$ cat src/rtl/gf2_affine_prng_if.sv
// Output word stream of the GF(2) affine PRNG core: valid/ready with an N-bit payload.
interface gf2_affine_prng_if #(
    parameter int unsigned N = 31
) ();
    logic         out_valid;
    logic         out_ready;
    logic [N-1:0] out_data;

    modport master (output out_valid, output out_data, input out_ready);
    modport slave  (input out_valid, input out_data, output out_ready);
endinterface

$ cat src/rtl/gf2_affine_prng_core.sv
// Sequential GF(2) PRNG: s' = a(x)s(x) + c(x) mod h(x) per accepted word, with seed load and valid/ready output.
// Optional feature: define GF2_PRNG_STEP_CNT_EN to add the 32-bit step_cnt output.
module gf2_affine_prng_core #(
    parameter int unsigned     N      = 31,
    parameter int unsigned     A_DEG  = 4,
    parameter logic [A_DEG:0]  A_POLY = (A_DEG+1)'(32'h11),
    parameter logic [N-1:0]    C_POLY = N'(32'h1),
    parameter logic [N-1:0]    H_POLY = N'(32'h0000_2109),
    parameter logic [N-1:0]    SEED   = N'(32'h1)
) (
    input  logic                   clk,
    input  logic                   rst_n,
    input  logic                   en,
    input  logic                   seed_valid,
    input  logic [N-1:0]           seed,
    gf2_affine_prng_if.master      out_if,
`ifdef GF2_PRNG_STEP_CNT_EN
    output logic [31:0]            step_cnt,
`endif
    output logic                   busy
);

    localparam int unsigned P_W = N + A_DEG;

    typedef enum logic [1:0] {
        IDLE = 2'd0,
        RUN  = 2'd1,
        LOAD = 2'd2
    } state_e;

    state_e       state_q;
    state_e       state_nxt;
    logic         out_valid_q;
    logic         busy_q;
    logic [N-1:0] s_q;
    logic [N-1:0] s_nxt;
    logic         hs_c;

    // Carry-less multiply by a(x), fold high bits back with h(x), then add c(x).
    function automatic logic [N-1:0] next_state(input logic [N-1:0] s);
        logic [P_W-1:0] p;
        p = '0;
        for (int unsigned i = 0; i <= A_DEG; i++) begin
            if (A_POLY[i]) p = p ^ (P_W'(s) << i);
        end
        for (int j = int'(P_W) - 1; j >= int'(N); j--) begin
            if (p[j]) p = p ^ (P_W'(H_POLY) << (j - int'(N))) ^ (P_W'(1) << j);
        end
        return p[N-1:0] ^ C_POLY;
    endfunction

    // State register; stream flags are registered from the next state.
    always_ff @(posedge clk or negedge rst_n) begin
        if (!rst_n) begin
            state_q     <= IDLE;
            out_valid_q <= 1'b0;
            busy_q      <= 1'b0;
        end else begin
            state_q     <= state_nxt;
            out_valid_q <= (state_nxt == RUN);
            busy_q      <= (state_nxt != IDLE);
        end
    end

    // Next-state logic: seed beats everything; an unaccepted word pins the FSM in RUN.
    always_comb begin
        state_nxt = state_q;
        case (state_q)
            IDLE: begin
                if (seed_valid)  state_nxt = LOAD;
                else if (en)     state_nxt = RUN;
            end
            RUN: begin
                if (seed_valid)  state_nxt = LOAD;
                else if (hs_c)   state_nxt = en ? RUN : IDLE;
            end
            LOAD: begin
                if (seed_valid)  state_nxt = LOAD;
                else if (en)     state_nxt = RUN;
                else             state_nxt = IDLE;
            end
            default:             state_nxt = IDLE;
        endcase
    end

    // Datapath control: load seed, or advance on an accepted word.
    always_comb begin
        hs_c  = out_valid_q & out_if.out_ready;
        s_nxt = s_q;
        if (seed_valid)  s_nxt = seed;
        else if (hs_c)   s_nxt = next_state(s_q);
    end

    always_ff @(posedge clk or negedge rst_n) begin
        if (!rst_n) s_q <= SEED;
        else        s_q <= s_nxt;
    end

`ifdef GF2_PRNG_STEP_CNT_EN
    // Accepted-word counter; wraps naturally at 2^32.
    always_ff @(posedge clk or negedge rst_n) begin
        if (!rst_n)          step_cnt <= '0;
        else if (seed_valid) step_cnt <= '0;
        else if (hs_c)       step_cnt <= step_cnt + 32'd1;
    end
`endif

    assign out_if.out_valid = out_valid_q;
    assign out_if.out_data  = s_q;
    assign busy             = busy_q;

endmodule

$ cat src/flat_wrapper.sv
// flat-port wrapper written by rule: the top's interface ports become plain ports
module gf2_affine_prng_core_flat 
#(
    parameter int unsigned     N      = 31,
    parameter int unsigned     A_DEG  = 4,
    parameter logic [A_DEG:0]  A_POLY = (A_DEG+1)'(32'h11),
    parameter logic [N-1:0]    C_POLY = N'(32'h1),
    parameter logic [N-1:0]    H_POLY = N'(32'h0000_2109),
    parameter logic [N-1:0]    SEED   = N'(32'h1)
)
  (clk, rst_n, en, seed_valid, seed, busy, out_if_out_valid, out_if_out_data, out_if_out_ready);
  gf2_affine_prng_if #(.N(N)) out_if_i ();
  input  logic clk;
  input  logic rst_n;
  input  logic en;
  input  logic seed_valid;
  input  logic [N-1:0] seed;
  output logic busy;
  output wire logic [$bits(out_if_i.out_valid)-1:0] out_if_out_valid;
  output wire logic [$bits(out_if_i.out_data)-1:0] out_if_out_data;
  input wire logic [$bits(out_if_i.out_ready)-1:0] out_if_out_ready;
  assign out_if_out_valid = out_if_i.out_valid;
  assign out_if_out_data = out_if_i.out_data;
  assign out_if_i.out_ready = out_if_out_ready;
  gf2_affine_prng_core #(.N(N), .A_DEG(A_DEG), .A_POLY(A_POLY), .C_POLY(C_POLY), .H_POLY(H_POLY), .SEED(SEED)) u_core (.clk(clk), .rst_n(rst_n), .en(en), .seed_valid(seed_valid), .seed(seed), .out_if(out_if_i), .busy(busy));
endmodule
$ cat config.mk
export PLATFORM = sky130hd
export DESIGN_NAME = gf2_affine_prng_core_flat
export DESIGN_NICKNAME = d
export VERILOG_FILES = /design/src/rtl/gf2_affine_prng_if.sv /design/src/rtl/gf2_affine_prng_core.sv /design/src/flat_wrapper.sv
export SDC_FILE = /design/constraint.sdc
export NUM_CORES = 1
export LEC_CHECK = 0
export BUFFER_PORTS_ARGS = -buffer_cell sky130_fd_sc_hd__buf_2
export CAP_MARGIN = 15
export CORE_ASPECT_RATIO = 1.1
export CORE_UTILIZATION = 50
export CTS_CLUSTER_DIAMETER = 40
export CTS_CLUSTER_SIZE = 8
export DETAILED_ROUTE_END_ITERATION = 10
export PLACE_DENSITY = 0.81
export SYNTH_ARGS = -nofsm -noshare
export SYNTH_HDL_FRONTEND = slang
export SYNTH_SLANG_ARGS = --single-unit
$ cat constraint.sdc
create_clock -name clk -period 2.05 [get_ports clk]
set_input_delay 0.205 -clock clk [delete_from_list [all_inputs] [get_ports clk]]
set_output_delay 0.205 -clock clk [all_outputs]
set_load 0.02 [all_outputs]
==> results.py <==
metrics = {
    "route": {
        "first_pass_iters": 4,
        "routedWlPerCell_um": 13.4,
        "drc": 0,
        "vias": 1570,
        "via_per_inst": 5.15,
        "drt_iter0_drc": 104,
        "wirelength_um": 4080,
        "drt.antenna.violating_nets": 0,
    },
    "power": {
        "switching_share_pct": 34.4,
        "power.density_nw_per_um2": 769,
        "intPower_mw": 1.11,
        "finalPower_mw": 1.69,
        "p_seq_share_pct": 50.9,
        "leakage_nw": 0.969,
        "combPwrFrac_pct": 25.5,
        "ir_drop_mv": 0.399,
        "power_frac_clock_pct": 23.5,
        "netSwitchingPower_mw": 0.581,
    },
    "synth": {
        "yosys.cell_types.count": 21,
        "yosys.area.top_type": "dfrtp_1",
        "synthTopCellsByCount": "dfrtp_1, o21ai_0, nand2_1, xor2_1, nand3_1",
        "synth_flop_cell": "dfrtp_1",
        "synth_seq_cells": 35,
        "synth_area_um2": 1800,
        "syn_nets": 230,
        "synth_area_leaders": "dfrtp_1, xor2_1, xnor2_1, o21ai_0, nand3_1",
        "postSynthCellCount": 194,
        "yosysSeqAreaShare_pct": 48.6,
        "synth_top_area_share_pct": 47.2,
        "synth_most_common_cell": "dfrtp_1",
        "async_flop_share_pct": 100,
        "syn_avg_cell_area_um2": 9.29,
        "synth-edff-count": 0,
        "yosys_warnings": 0,
    },
    "placed_design": {
        "hpwl_um": 2830,
        "io_buffers": 68,
        "gp_congestion": 0.773,
    },
    "clocking": {
        "numCtsBuffers": 5,
        "cts_tree": "yes",
        "clock-sinks": 35,
        "clk_pin_slew_ns": 0.12,
        "htree_levels": 2,
        "cts-root-buf": "clkbuf_4",
        "clk_latency_ns": 0.35,
        "clk_path_buf_depth": 2,
    },
    "floorplanning": {
        "core_um2": 3390,
        "chipHeight_um": 65.0,
        "die_w_um": 59.3,
        "start_util_pct": 53.3,
        "row_count": 22,
        "die_area_um2": 3850,
        "boundaryPins": 69,
    },
    "grt": {
        "antenna_found_initial": 0,
        "grt_start_max_net_pins": 41,
        "grt_pass1_wl_um": 6830,
        "grt_use_met1_pct": 29.5,
        "grt_use_met3_pct": 6.39,
        "gr-total-overflow": 0,
        "busiest_layer": "met2",
        "grtUsageMet2_pct": 37.8,
        "grt_pass1_vias": 1546,
        "track_usage_pct": 23.5,
    },
    "timing": {
        "rsz0062_at_grt": "false",
        "fin_crit_ns": 1.38,
        "fin_crit_sh_pct": 67.4,
        "slew_violations": 0,
        "fin_setup_tns_ns": 0,
        "relSlewSlack_pct": 48.9,
        "clock_skew_ns": 0.0171,
        "hold_viol": 0,
        "fmax_mhz": 724,
        "finalSetupViolCount": 0,
        "tightest_slew_ns": 0.766,
    },
    "finish": {
        "nFillCells": 322,
        "antenna_cells": 0,
        "nets": 292,
        "syn2layout_area_growth_pct": 21.8,
        "drive_above_1_share_pct": 30.7,
    },
    "setup_path": {
        "critPathMaxFanout": 20,
        "crit_arrival_ns": 1.18,
        "worstPathRequired_ns": 1.85,
        "start_kind": "register",
        "path_class": "register to output port",
        "end_kind": "output port",
    },
    "run_status": {
        "status": "finished clean",
    },
    "hold_path": {
        "hold_path.class": "primary input to register",
    },
    "flow_run": {
        "cap_viol_max_count": 0,
    },
}
[timing repair]
action | 4_1_cts | 5_1_grt
setup buffers | 0 | 0
resized for setup | 0 | 0
hold buffers | 1 | 0
hold endpoints to repair | 34 | 0
[sequential cells by signal, indices dropped and copies added, names as in the netlist]
register	flops
u_core.out_if.out_data	31
u_core.state_q	2
u_core.out_if.out_valid	1
u_core.busy	1
[through the flow]
stage	cells	hold slack, ns	setup WS [ns]	util [%]	area, µm²
CTS	305	0.0652	0.670	64.9	2200
finish	305	0.0687	0.669	64.9	2200
global route	305	0.0633	0.588	64.9	2200
floorplan	194	-0.0906	0.779	-	1800
global placement	296	0.316	0.613	62.8	2130
detailed placement	296	0.317	0.544	62.8	2130
[critical path, stage by stage (launching register included)]
cell	delay [ns]
dfrtp_1	0.39
buf_4	0.24
buf_2	0.20
[power groups by stage]
stage / combinational [mW] / sequential (mW) / clock (mW)
2_1_floorplan: 0.217 / 0.934 / 0
3_5_place_dp: 0.430 / 0.873 / 0
5_1_grt: 0.480 / 0.873 / 0.440
4_1_cts: 0.434 / 0.860 / 0.397
6_report: 0.432 / 0.861 / 0.397
3_3_place_gp: 0.421 / 0.870 / 0
[final timing paths]
check	start	cells past startpoint	slack [ns]	to
worst min-delay path	seed[28]	3	0.07	u_core.out_if.out_data[28]
min in group asynchronous	rst_n	2	0.47	u_core.busy
worst max-delay path	u_core.out_if.out_valid	2	0.67	out_if_out_valid
max in group asynchronous	rst_n	2	1.08	u_core.out_if.out_data[17]
worst min register to register	u_core.state_q[1]	1	0.55	u_core.state_q[1]
worst max register to register	u_core.out_if.out_valid	3	0.76	u_core.out_if.out_data[11]
[layout make-up]
class | instances | area (µm²) | area share [%]
clock inverter | 1 | 5.00 | 0.228
timing repair buffer | 71 | 365 | 16.6
inverter | 1 | 3.75 | 0.171
sequential | 35 | 877 | 39.9
clock buffer | 7 | 55.1 | 2.51
multi-input combinational | 142 | 830 | 37.8
tap | 48 | 60.1 | 2.74
[cell families after synthesis]
kind of cell / Yosys count / synth area share (%)
buf+inv: 17 / 5.34
flops: 35 / 48.6
xor+xnor: 31 / 15.1
simple gates: 63 / 16.4
compound gates: 48 / 14.6
[metal layers]
metal	part of all wire, %	wire (µm)
met2	49	2000
met1	43	1760
met3	5.6	229
met4	2.0	83
met5	0	0
[placed cells by master (no fill, tap or decap), types with 2 or more instances in the layout]
master    instances
a211oi_1          2
a21oi_1           2
a31oi_1          12
buf_2            68
buf_4             2
clkbuf_4          5
dfrtp_1          34
nand2_1          19
nand3_1          18
nor2_1           12
o21ai_0          20
o21ai_1          11
or3_1            12
xnor2_1          12
xor2_1           19
(Power assumes the default switching activity.)
